$ cat src/rtl/muldiv_unit.sv
// muldiv_unit: iterative radix-2 RV32M multiply/divide unit.
// One operand bit per cycle; every op (including divide-by-zero and signed overflow)
// takes the same path IDLE -> CALC(32) -> FIX -> DONE, so latency is fixed.
module muldiv_unit #(
  parameter int DATA_W = 32
) (
  input  logic              clk_i,
  input  logic              rst_ni,
  input  logic              start_i,
  input  logic [2:0]        op_i,
  input  logic [DATA_W-1:0] a_i,
  input  logic [DATA_W-1:0] b_i,
  input  logic [4:0]        rd_i,
  output logic              busy_o,
  output logic              done_o,
  output logic [DATA_W-1:0] result_o,
  output logic [4:0]        rd_o
);

  localparam int W = DATA_W;

  typedef enum logic [1:0] {IDLE, CALC, FIX, DONE} state_t;

  state_t state, state_next;

  logic [2:0]     op_q;
  logic [2*W-1:0] acc;
  logic [W-1:0]   operand;
  logic           sign_a;
  logic           sign_b;
  logic           b_zero;
  logic [4:0]     counter;

  logic           a_signed;
  logic           b_signed;
  logic           sa_in;
  logic           sb_in;
  logic [W-1:0]   abs_a;
  logic [W-1:0]   abs_b;

  logic [W:0]     mul_sum;
  logic [W:0]     div_shift;
  logic [W:0]     div_diff;
  logic           div_ge;
  logic [2*W-1:0] acc_step;

  logic [2*W-1:0] prod_fix;
  logic [W-1:0]   quo_fix;
  logic [W-1:0]   rem_fix;
  logic [W-1:0]   result_fix;

  // State register
  always_ff @(posedge clk_i or negedge rst_ni) begin
    if (!rst_ni) state <= IDLE;
    else         state <= state_next;
  end

  // Next-state logic and status outputs
  always_comb begin
    state_next = state;
    busy_o     = 1'b0;
    done_o     = 1'b0;
    case (state)
      IDLE: if (start_i) state_next = CALC;
      CALC: begin
        busy_o = 1'b1;
        if (counter == 5'd31) state_next = FIX;
      end
      FIX: begin
        busy_o     = 1'b1;
        state_next = DONE;
      end
      DONE: begin
        busy_o     = 1'b1;
        done_o     = 1'b1;
        state_next = IDLE;
      end
      default: state_next = IDLE;
    endcase
  end

  // Operand signedness and magnitudes; |0x80000000| stays 0x80000000 read as unsigned
  always_comb begin
    a_signed = 1'b0;
    b_signed = 1'b0;
    case (op_i)
      3'd1, 3'd4, 3'd6: begin a_signed = 1'b1; b_signed = 1'b1; end
      3'd2:             a_signed = 1'b1;
      default:          ;
    endcase
    sa_in = a_signed & a_i[W-1];
    sb_in = b_signed & b_i[W-1];
    abs_a = sa_in ? (-a_i) : a_i;
    abs_b = sb_in ? (-b_i) : b_i;
  end

  // One iteration: shift-add for multiply, restoring shift-subtract for divide.
  // acc holds {product hi, multiplier} or {remainder, dividend/quotient}.
  always_comb begin
    mul_sum   = {1'b0, acc[2*W-1:W]} + (acc[0] ? {1'b0, operand} : '0);
    div_shift = {acc[2*W-1:W], acc[W-1]};
    div_ge    = div_shift >= {1'b0, operand};
    div_diff  = div_shift - {1'b0, operand};
    if (op_q[2]) begin
      if (div_ge) acc_step = {div_diff[W-1:0], acc[W-2:0], 1'b1};
      else        acc_step = {div_shift[W-1:0], acc[W-2:0], 1'b0};
    end else begin
      acc_step = {mul_sum, acc[W-1:1]};
    end
  end

  // Sign correction and result selection. A zero divisor clears the quotient
  // sign so DIV/0 yields all ones; the remainder then equals a with a's sign.
  always_comb begin
    prod_fix = (sign_a ^ sign_b) ? (-acc) : acc;
    quo_fix  = ((sign_a ^ sign_b) && !b_zero) ? (-acc[W-1:0]) : acc[W-1:0];
    rem_fix  = sign_a ? (-acc[2*W-1:W]) : acc[2*W-1:W];
    case (op_q)
      3'd0:             result_fix = prod_fix[W-1:0];
      3'd1, 3'd2, 3'd3: result_fix = prod_fix[2*W-1:W];
      3'd4, 3'd5:       result_fix = quo_fix;
      default:          result_fix = rem_fix;
    endcase
  end

  // Operand capture, iteration datapath and result register
  always_ff @(posedge clk_i or negedge rst_ni) begin
    if (!rst_ni) begin
      op_q     <= '0;
      acc      <= '0;
      operand  <= '0;
      sign_a   <= 1'b0;
      sign_b   <= 1'b0;
      b_zero   <= 1'b0;
      counter  <= '0;
      result_o <= '0;
      rd_o     <= '0;
    end else begin
      case (state)
        IDLE: if (start_i) begin
          op_q    <= op_i;
          rd_o    <= rd_i;
          sign_a  <= sa_in;
          sign_b  <= sb_in;
          b_zero  <= (b_i == '0);
          counter <= '0;
          if (op_i[2]) begin
            acc     <= {{W{1'b0}}, abs_a};
            operand <= abs_b;
          end else begin
            acc     <= {{W{1'b0}}, abs_b};
            operand <= abs_a;
          end
        end
        CALC: begin
          acc     <= acc_step;
          counter <= counter + 5'd1;
        end
        FIX: result_o <= result_fix;
        default: ;
      endcase
    end
  end

endmodule

$ cat config.mk
export PLATFORM = sky130hd
export DESIGN_NAME = muldiv_unit
export DESIGN_NICKNAME = d
export VERILOG_FILES = /design/src/rtl/muldiv_unit.sv
export SDC_FILE = /design/constraint.sdc
export NUM_CORES = 1
export LEC_CHECK = 0
export CAP_MARGIN = 10
export CORE_UTILIZATION = 55
export CTS_CLUSTER_SIZE = 8
export DETAILED_ROUTE_END_ITERATION = 7
export PLACE_DENSITY = 0.86
export SYNTH_ARGS = -nofsm -noshare
export SYNTH_HDL_FRONTEND = slang
export SYNTH_SLANG_ARGS = --single-unit
$ cat constraint.sdc
create_clock -name clk_i -period 3.3 [get_ports clk_i]
set_input_delay 0.33 -clock clk_i [delete_from_list [all_inputs] [get_ports clk_i]]
set_output_delay 0.33 -clock clk_i [all_outputs]
set_load 0.01 [all_outputs]
==> results of run 1 <==
[power breakdown]
group | switching [mW] | total (mW) | leakage [nW] | internal (mW)
Combinational | 8.50 | 14.5 | 5.80 | 5.96
Clock | 0.930 | 2.02 | 0.283 | 1.09
Sequential | 0.816 | 3.42 | 1.79 | 2.60
[routing by layer]
layer / up-vias / track usage
met4: 0 / 0.243
li1: 7481 / -
met5: - / 0
met3: 223 / 0.0815
met1: 7800 / 0.521
met2: 1085 / 0.631
[what timing repair did]
action | in CTS | in global routing
setup buffers | 0 | 10
hold buffers | 1 | 0
setup endpoints to repair | 7 | 17
resized for setup | 10 | 47
cloned | 0 | 1
endpoints found under the hold margin | 21 | 0
pin swaps | 1 | 25
[worst max path at each step]
stage | to | slack, ns | depth (start not counted)
2_1_floorplan | acc[62] | 0.01 | 14
3_3_place_gp | acc[16] | -0.08 | 10
3_5_place_dp | acc[31] | -0.10 | 13
4_1_cts | acc[63] | 0.009 | 13
5_1_grt | acc[63] | -0.06 | 12
6_report | result_o[23] | -0.01 | 13
[final cells by class]
cell class              instances  area share
clock buffers                  19      0.0241
clock inverters                13     0.00783
inverters                      78      0.0161
multi-input cells            1595       0.574
flip-flops and latches        146       0.199
well taps                     335      0.0228
repair buffers                337       0.156
[worst reg2reg max path, stage by stage (launching register included)]
cell	delay (ns)
dfrtp_1	0.38
or4_4	0.59
nor4_4	0.22
nand4_1	0.23
buf_4	0.23
nor3_2	0.33
buf_4	0.23
nor3_1	0.05
a31oi_1	0.17
o22ai_1	0.09
a21oi_1	0.23
a221oi_1	0.15
buf_4	0.16
a21o_1	0.14
[state kept, by name, indices dropped and copies added (netlist names)]
register	cells
operand	32
result_o	32
sign_a	1
state	2
sign_b	1
op_q	3
counter	5
b_zero	1
rd_o	5
acc	64
[logic make-up (layout without fill, tap and decap cells)]
| family | after synthesis | in the layout | synth area share |
|---|---|---|---|
| multiplexers | 64 | 64 | 0.0463 |
| XOR/XNOR | 183 | 183 | 0.109 |
| buffers and inverters | 205 | 447 | 0.0528 |
| adder cells (fa/ha/maj) | 77 | 77 | 0.0664 |
| AND/OR/NAND/NOR | 614 | 614 | 0.199 |
| flip-flops | 146 | 146 | 0.248 |
| AO/OA/AOI/OAI | 657 | 657 | 0.279 |
[cell usage in the layout, fill, tap and decap left out, types with 9 or more instances in the layout]
cell type,netlist,layout
xnor2_1,104,103
a31oi_1,24,24
ha_1,75,66
o21ai_1,7,15
or4_1,10,10
nor4_1,21,17
a211oi_1,25,23
inv_1,78,77
o21ai_0,155,145
and3_1,17,17
clkdlybuf4s50_1,0,111
o21a_1,15,14
nor3_1,39,39
nor2_1,203,202
o221ai_1,14,13
o31ai_1,25,23
mux2_2,34,34
dfrtp_1,146,145
nor2b_1,15,13
clkbuf_16,0,17
a21oi_1,210,199
or3_1,27,26
mux2i_1,30,30
buf_4,0,218
a21o_1,29,29
o22ai_1,14,14
nand3_1,20,19
nand4_1,10,10
o41ai_1,9,9
nand2_1,185,184
o211ai_1,27,27
and2_1,12,12
a22oi_1,21,21
xor2_1,79,79
a21oi_2,0,10
nand2b_1,19,19
[per-stage QoR]
stage	cell area, um2	hold slack (ns)	util
floorplan	14800	0.0344	-
global placement	17500	0.438	0.667
detailed placement	17500	0.442	0.667
CTS	18100	0.482	0.692
global route	18400	0.498	0.702
finish	18400	0.476	0.702
==> summary.txt, run 1 <==
Routing
  • Detail Route Antenna Nets: 0
  • Via count: 16600
  • Met2 Routed Length: around 25000 um
  • 1st-pass router iterations: 8
  • Via density: 6.58
  • Uppermost layer routed: met4
  • Iter 0 DRT Violations: 2335
  • Remaining DRCs: 1
  • DRT Wirelength: 56500 um
  • M1 wire length: 22200 um
  • DR WL/cell: 22.4 um
  • Met3 WL post-DR: 5960 um

STA
  • Fmax: 302 MHz
  • Final WS setup: -0.0140 ns
  • Fin Clk Skew: 0.0138 ns
  • Final TNS setup: -0.0140 ns
  • Setup violations, final: 1
  • Worst-Margin Slew: 1.04 ns
  • Min Tclk post-route: 3.31 ns
  • Slew HR: 0.307
  • Max Slew Vio Count: 0
  • Fin crit share: 1.00
  • Fin. Hold Viols: 0

Worst setup path
  • Bufs and invs on worst path: 3
  • Reg2reg start: acc[10]
  • CP Capture Type: register
  • Most numerous cell on the critical path: buf_4
  • Worst r2r dst: result_o[23]
  • Crit path DAT: 3.64 ns
  • Crit. Startpoint: acc[10]
  • Slowest CP cell: or4_4
  • Critical path class: register to register
  • CP top delay family: simple AND/OR/NAND/NOR gates
  • R2R setup slack: -0.01 ns
  • Crit path cell chain: or4_4, nor4_4, nand4_1, buf_4, nor3_2, buf_4, nor3_1, a31oi_1, o22ai_1, a21oi_1, a221oi_1, buf_4, a21o_1
  • Slowest stage delay, CP: 0.59 ns
  • CP Launch Type: register
  • CP Max Fanout: 6
  • R2r worst-path depth: 13
  • Critical path required time: 3.63 ns

Synthesis
  • Main synth FF type: dfrtp_1
  • Synth Cell Area: ~15000 um2
  • Yosys warns: 0
  • Syn nets: 2098
  • Synth Instances: 1946
  • Most common library cells after synthesis: 210 x a21oi_1, 203 x nor2_1, 185 x nand2_1
  • Post-synthesis sequential area ratio: 0.248
  • Seq cells post-synth: 146
  • Area leader, netlist: dfrtp_1
  • Number of synthesized flops with an enable pin: 0
  • Post-Syn Area per Cell: between 7 and 8 um2
  • Post-synth top area share: 0.248
  • Synth cell types: 82
  • Top area cells in the synthesized netlist: dfrtp_1 25%, a21oi_1 7.1%, ha_1 6.4%
  • Asr flop ratio synth: 1.00
  • Most numerous cell in the Yosys netlist: a21oi_1

Floorplanning
  • Core Box Area: 26200 um2
  • Die W: 166 um
  • # IOs: 114
  • Die ar.: 27500 um2
  • Die H: 166 um
  • Starting Density: 0.563
  • Std-Cell Rows: 59

Clock network
  • CTS sink cnt: 146
  • H-tree Lvls: 4
  • Clk buf depth: 2
  • CTS tree: yes
  • Worst-Skew Late Latency: about 0.44 ns
  • Clk root buf: clkbuf_16
  • TritonCTS buffer count: 17
  • Worst-path clk slew: approximately 0.07 ns

Final layout
  • Area added between synthesis and finish: 24.7%
  • FF+latch area: 3650 um2
  • Multi-input logic area: 10600 um2
  • Non-Filler Instances: about 2500
  • Share of post-route cells with drive strength above 1: 0.169
  • Nets: about 2300
  • Fillers: 2087
  • Antenna cells: 0

Status
  • Outcome: complete, but fails checks
  • Violated checks: design-rule violations, negative setup slack

Placed design
  • RePlAce Congestion: 1.05
  • Pre-CTS setup slack: -0.103 ns
  • # placed instances: approximately 2500
  • Hpwl dp: roughly 43000 um
  • Port Buffers: 113

Global route
  • First-pass GRT wire length: 87200 um
  • Largest net degree at the start of global routing: between 100 and 150
  • Initial antenna violation count: 0
  • Total Routing Usage GR: 0.405
  • Vias in the first global route: around 16000
  • Overflow after GRT: 0

Min path
  • Worst hold path type: register to register
  • Hold Crit Depth: 1
  • Hold endpoint: result_o[23]
  • Hold Startpoint: result_o[23]

Pwr
  • Worst VDD drop: 0.807 mV
  • P_leak: 7.88 nW
  • Total design power: 19.9 mW
  • Pwr/cell area: 1080 nW/um2

Flow run
  • Max_cap viols: 0
Note: power is estimated with default switching activity, not from simulation.
==> inputs of run 2 (changes only) <==
--- a/config.mk
+++ b/config.mk
@@ -5,7 +5,7 @@
 export SDC_FILE = /design/constraint.sdc
 export NUM_CORES = 1
 export LEC_CHECK = 0
-export CAP_MARGIN = 10
+export CAP_MARGIN = 20
 export CORE_UTILIZATION = 55
 export CTS_CLUSTER_SIZE = 8
 export DETAILED_ROUTE_END_ITERATION = 7
==> results of run 2 <==
The final DEF is identical to that of run 1; final timing and power are the same.
